$ cat src/rtl/li_expander_pkg.sv
// Shared constants, state and case types for the load-immediate expander.
package li_expander_pkg;

  localparam logic [6:0]  OPC_LUI  = 7'h37;
  localparam logic [6:0]  OPC_ADDI = 7'h13;
  localparam logic [31:0] NOP      = 32'h00000013;

  typedef enum logic [1:0] {
    IDLE,
    FIRST,
    SECOND
  } state_t;

  typedef enum logic [1:0] {
    K_NOP,
    K_ADDI,
    K_LUI,
    K_PAIR
  } kind_t;

  function automatic logic [31:0] enc_lui(
    input logic [19:0] imm,
    input logic [4:0]  rd
  );
    return {imm, rd, OPC_LUI};
  endfunction

  function automatic logic [31:0] enc_addi(
    input logic [11:0] imm,
    input logic [4:0]  rs1,
    input logic [4:0]  rd
  );
    return {imm, rs1, 3'b000, rd, OPC_ADDI};
  endfunction

endpackage

$ cat src/rtl/li_split.sv
// Splits a constant into LUI/ADDI fields and picks the shortest sequence.
module li_split
  import li_expander_pkg::*;
(
  input  logic [31:0] value,
  input  logic [4:0]  rd,
  output logic [19:0] hi,
  output logic [11:0] lo,
  output kind_t       kind
);

  logic sign_run;

  // (C + 0x800) >> 12 without carrying the unused low bits
  assign hi = value[31:12] + {19'd0, value[11]};
  assign lo = value[11:0];

  assign sign_run = (value[31:11] == '0) || (value[31:11] == '1);

  always_comb begin
    kind = K_PAIR;
    if (rd == 5'd0)
      kind = K_NOP;
    else if (sign_run)
      kind = K_ADDI;
    else if (lo == 12'd0)
      kind = K_LUI;
  end

endmodule

$ cat src/rtl/li_expander.sv
// Emits the minimal LUI/ADDI sequence that loads a 32-bit constant into rd.
module li_expander
  import li_expander_pkg::*;
#(
  parameter int COUNT_WIDTH = 16
) (
  input  logic                   clk,
  input  logic                   reset,
  input  logic                   req_valid_i,
  output logic                   req_ready_o,
  input  logic [31:0]            constant_i,
  input  logic [4:0]             rd_i,
  output logic                   instr_valid_o,
  input  logic                   instr_ready_i,
  output logic [31:0]            instr_o,
  output logic                   last_o,
  output logic [COUNT_WIDTH-1:0] count_o
);

  state_t state, next;

  logic [31:0] c_q;
  logic [4:0]  rd_q;
  logic [19:0] hi;
  logic [11:0] lo;
  kind_t       kind;
  logic        fire;

  li_split u_split (
    .value (c_q),
    .rd    (rd_q),
    .hi    (hi),
    .lo    (lo),
    .kind  (kind)
  );

  assign fire = instr_valid_o & instr_ready_i;

  always_ff @(posedge clk or negedge reset) begin
    if (!reset) begin
      state   <= IDLE;
      c_q     <= '0;
      rd_q    <= '0;
      count_o <= '0;
    end else begin
      state <= next;
      if (state == IDLE && req_valid_i) begin
        c_q  <= constant_i;
        rd_q <= rd_i;
      end
      if (fire)
        count_o <= count_o + 1'b1;
    end
  end

  always_comb begin
    next          = state;
    req_ready_o   = 1'b0;
    instr_valid_o = 1'b0;
    instr_o       = '0;
    last_o        = 1'b0;
    unique case (state)
      IDLE: begin
        req_ready_o = 1'b1;
        if (req_valid_i)
          next = FIRST;
      end
      FIRST: begin
        instr_valid_o = 1'b1;
        last_o        = (kind != K_PAIR);
        unique case (kind)
          K_NOP:   instr_o = NOP;
          K_ADDI:  instr_o = enc_addi(lo, 5'd0, rd_q);
          K_LUI:   instr_o = enc_lui(c_q[31:12], rd_q);
          default: instr_o = enc_lui(hi, rd_q);
        endcase
        if (instr_ready_i)
          next = (kind == K_PAIR) ? SECOND : IDLE;
      end
      SECOND: begin
        instr_valid_o = 1'b1;
        last_o        = 1'b1;
        instr_o       = enc_addi(lo, rd_q, rd_q);
        if (instr_ready_i)
          next = IDLE;
      end
      default: next = IDLE;
    endcase
  end

endmodule

$ cat config.mk
export PLATFORM = sky130hd
export DESIGN_NAME = li_expander
export DESIGN_NICKNAME = d
export VERILOG_FILES = /design/src/rtl/li_expander_pkg.sv /design/src/rtl/li_split.sv /design/src/rtl/li_expander.sv
export SDC_FILE = /design/constraint.sdc
export NUM_CORES = 1
export LEC_CHECK = 0
export ABC_AREA = 1
export CAP_MARGIN = 20
export CORE_MARGIN = 5
export CORE_UTILIZATION = 50
export CTS_CLUSTER_DIAMETER = 80
export DETAILED_ROUTE_END_ITERATION = 10
export GPL_ROUTABILITY_DRIVEN = 0
export PLACE_DENSITY = 0.81
export SLEW_MARGIN = 40
export SYNTH_ARGS = -nofsm -noshare
export SYNTH_HDL_FRONTEND = slang
export SYNTH_SLANG_ARGS = --single-unit
$ cat constraint.sdc
create_clock -name clk -period 2.15 [get_ports clk]
set_input_delay 0.3225 -clock clk [delete_from_list [all_inputs] [get_ports clk]]
set_output_delay 0.3225 -clock clk [all_outputs]
set_load 0.05 [all_outputs]
==> metrics.log <==
INFO  metric worstPathArrival = about 2.4 ns
INFO  metric finalClockSkew = ~0.0073 ns
INFO  metric yosys_register_bits = 55
INFO  metric clkSinkCount = 55
INFO  metric num_vias = between 4000 and 5000
INFO  metric die_h = 96.1 um
INFO  metric placeableCoreArea = 7250 um2
INFO  metric clk_root_buffer_cell = sky130_fd_sc_hd__clkbuf_8
INFO  metric n_antenna_cell = 0
INFO  metric detail_route.iter0.violations = between 400 and 500
INFO  metric violations = negative setup slack
INFO  metric worst_slew_margin_rel = 0.564
INFO  metric setup.worst_path.class = register to primary output
INFO  metric required = ~1.8 ns
INFO  metric firstDrtPassIters = 5
INFO  metric cp-startpoint = c_q[11]
INFO  metric clk_transition_reported_paths = around 0.11 ns
INFO  metric cts_buffers = 5
INFO  metric route.antenna.remaining_nets = 0
INFO  metric wl_per_cell = between 15 and 20 um
INFO  metric setup_ws = -0.520 ns
INFO  metric io_pins = between 90 and 100
INFO  metric yosysWarningCount = 0
INFO  metric die_area = roughly 9200 um2
INFO  metric final.setup.tns = -10.70 ns
INFO  metric ctsLongestPathBuffers = 2
INFO  metric drt_drc_violations_left = 0
INFO  metric synth_top_area_share = 0.371
INFO  metric power_leakage = approximately 0.0027 uW
INFO  metric fin_crit = ~2.7 ns
INFO  metric worst_path_dominant_cell_family = simple AND/OR/NAND/NOR gates
INFO  metric ctsHoldBuffers = 0
INFO  metric leftover_overflow_at_the_end_of_global_routing = 0
INFO  metric met2_length = just over 6000 um
INFO  metric critical_path_depth = 10
INFO  metric layout-drive-gt1-share = 0.314
INFO  metric flow.area_growth_from_synthesis = 54.6%
INFO  metric wl_met1 = 4850 um
INFO  metric vdd.ir_drop.worst = 1570 uV
INFO  metric maximum_fanout_encountered_on_the_critical_timing_path = 4
INFO  metric timing_max_transition_violations_final = 0
INFO  metric rows = 31
INFO  metric maximum_number_of_pins_on_one_net_before_global_route_repair = 30
INFO  metric layout_worst_path_cycle_share = 1.24
INFO  metric mapped_cells = 507
INFO  metric cp-start-kind = register
INFO  metric grt_pass1_wl = around 18000 um
INFO  metric postPlaceCellArea = about 5200 um2
INFO  metric global_route_usage_over_all_layers = 0.256
INFO  metric grt_pass1_vias = approximately 4000
INFO  metric slew_worst_pin = roughly 0.65 ns
INFO  metric highest_signal_layer = met4
INFO  metric max_freq = 0.374 GHz
INFO  metric rsz0062_at_grt = yes
INFO  metric report.final.hold_viol_count = 0
INFO  metric r2r_cells = 11
INFO  metric r2r-start = state[0]
INFO  metric num-nets-final = around 680
INFO  metric worstPathBufferInverterCount = 1
INFO  metric dp_hpwl = 8460 um
INFO  metric critical_path.cell_chain = ha_2, nand3_1, nor2_4, nand3_1, nor2_1, xnor2_1, nand2_1, nand3_2, nand2_2, buf_12
INFO  metric netlist_area = 3700 um2
INFO  metric netlist.top_cell.by_area = sky130_fd_sc_hd__dfrtp_1
INFO  metric power_per_cell_area = 1480 nW/um2
INFO  metric critPathCaptureType = primary output
INFO  metric ys_types = 37
INFO  metric floorplan.initialDensity = 0.511
INFO  metric maxCapViolCount = 0
INFO  metric post_synth_main_area_contributors = sky130_fd_sc_hd__dfrtp_1 37%, sky130_fd_sc_hd__nand2_1 12%, sky130_fd_sc_hd__nor2_1 8.1%
INFO  metric finalSetupViolations = 23
INFO  metric htree_num_levels = 2
INFO  metric crit_top_cell = sky130_fd_sc_hd__nand3_1
INFO  metric post-route-cell-area = about 5700 um2
INFO  metric die_x = 96.1 um
INFO  metric peak_per_stage_delay_on_the_critical_path = between 0.4 and 0.5 ns
INFO  metric cts_tree = built
INFO  metric min-delay-path-class = primary input to async pin
INFO  metric post_drt_via_cell_ratio = ~5.5
INFO  metric route.final.wire_length = roughly 13000 um
INFO  metric grt_antenna_before_repair = 0
INFO  metric synthesis.area_per_instance = around 7.3 um2
INFO  metric clk_latency = roughly 0.32 ns
INFO  metric slowest_cp_cell = sky130_fd_sc_hd__dfrtp_1
INFO  metric seq_total_area_yosys = 0.371
INFO  metric status = finished, violations left
INFO  metric port-buffer-count = 89
INFO  metric met3_length = a little over 900 um
path summary, 6_finish.rpt:
kind	end	slack, ns
min in group clk	count_o[15]	0.50
setup reg to reg	count_o[15]	0.10
setup / recovery	instr_o[25]	-0.52
hold / removal	c_q[26]	0.02
hold reg to reg	count_o[15]	0.50
max in group asynchronous	count_o[4]	1.55
power breakdown:
part	internal (uW)	total, uW	switching (uW)
Combinational	2400	5830	3430
Clock	271	646	375
Sequential	1440	2010	566
Total	4110	8480	4370
registers in the layout, summed over array words and instances, names as in the netlist:
name	cells
rd_q	5
state	2
c_q	32
count_o	16
what timing repair did:
action                                  CTS  global route
cloned                                    2             0
endpoints found under the setup margin   28            31
pin swaps                                15            16
setup buffers                             4            13
resized for setup                        24            40
cells in the final DEF (no fill, tap or decap), types with 3 or more instances in the layout:
cell type,count
sky130_fd_sc_hd__a21oi_1,27
sky130_fd_sc_hd__buf_12,30
sky130_fd_sc_hd__buf_4,44
sky130_fd_sc_hd__buf_6,6
sky130_fd_sc_hd__clkbuf_8,6
sky130_fd_sc_hd__clkdlybuf4s50_1,55
sky130_fd_sc_hd__dfrtp_1,55
sky130_fd_sc_hd__ha_1,3
sky130_fd_sc_hd__inv_1,51
sky130_fd_sc_hd__inv_2,8
sky130_fd_sc_hd__mux2_2,16
sky130_fd_sc_hd__nand2_1,95
sky130_fd_sc_hd__nand2_2,23
sky130_fd_sc_hd__nand2_4,10
sky130_fd_sc_hd__nand3_1,22
sky130_fd_sc_hd__nand3_2,11
sky130_fd_sc_hd__nand3_4,3
sky130_fd_sc_hd__nand4_1,11
sky130_fd_sc_hd__nor2_1,67
sky130_fd_sc_hd__nor2_2,11
sky130_fd_sc_hd__nor2_4,9
sky130_fd_sc_hd__nor3_1,6
sky130_fd_sc_hd__o211ai_1,3
sky130_fd_sc_hd__o21ai_1,10
sky130_fd_sc_hd__o21ai_4,3
sky130_fd_sc_hd__xnor2_1,5
sky130_fd_sc_hd__xor2_1,15
logic make-up after synthesis:
| group | share of synthesized area |
|---|---|
| adders and majority gates | 0.0236 |
| AOI/OAI and AO/OA | 0.0729 |
| other | 0.00101 |
| xor gates and xnor gates | 0.0473 |
| muxes | 0.0486 |
| DFF | 0.371 |
| and+or+nand+nor | 0.340 |
| buffers and inverters | 0.0946 |
layout make-up:
cell class | instances | area, um2
sequential | 55 | 1380
clock buffer | 6 | 82.6
clock inverter | 2 | 17.5
tap | 99 | 124
timing repair buffer | 136 | 1550
fill | 466 | 1530
multi-input combinational | 374 | 2340
inverter | 61 | 231
layer usage:
layer	up-vias	track usage
met3	72	0.0579
met5	-	0
met4	0	0.113
met1	1891	0.311
li1	1855	-
met2	233	0.431
synthesized netlist by cell type, drive strengths merged:
cell type  count
a21oi         28
a22oi          2
a31oi          1
and2           1
and3           1
buf           15
clkbuf         5
clkinv         1
conb           1
dfrtp         55
ha             7
inv           60
mux2          16
nand2        129
nand3         36
nand4         11
nor2          87
nor3          10
nor3b          1
o211ai         3
o21ai         16
o22ai          1
xnor2          5
xor2          15
stage by stage:
step | power [uW] | std cells | utilization | setup WS, ns | hold slack [ns]
2_1_floorplan | 5180 | 508 | - | -0.127 | 0.0269
3_3_place_gp | 7100 | 706 | 0.723 | -0.0571 | 0.368
3_5_place_dp | 7210 | 706 | 0.723 | -0.117 | 0.373
4_1_cts | 8030 | 720 | 0.754 | -0.401 | 0.0348
5_1_grt | 8910 | 733 | 0.790 | -0.636 | 0.0716
6_report | 8480 | 733 | 0.790 | -0.520 | 0.0230
Note: power is estimated with default switching activity, not from simulation.
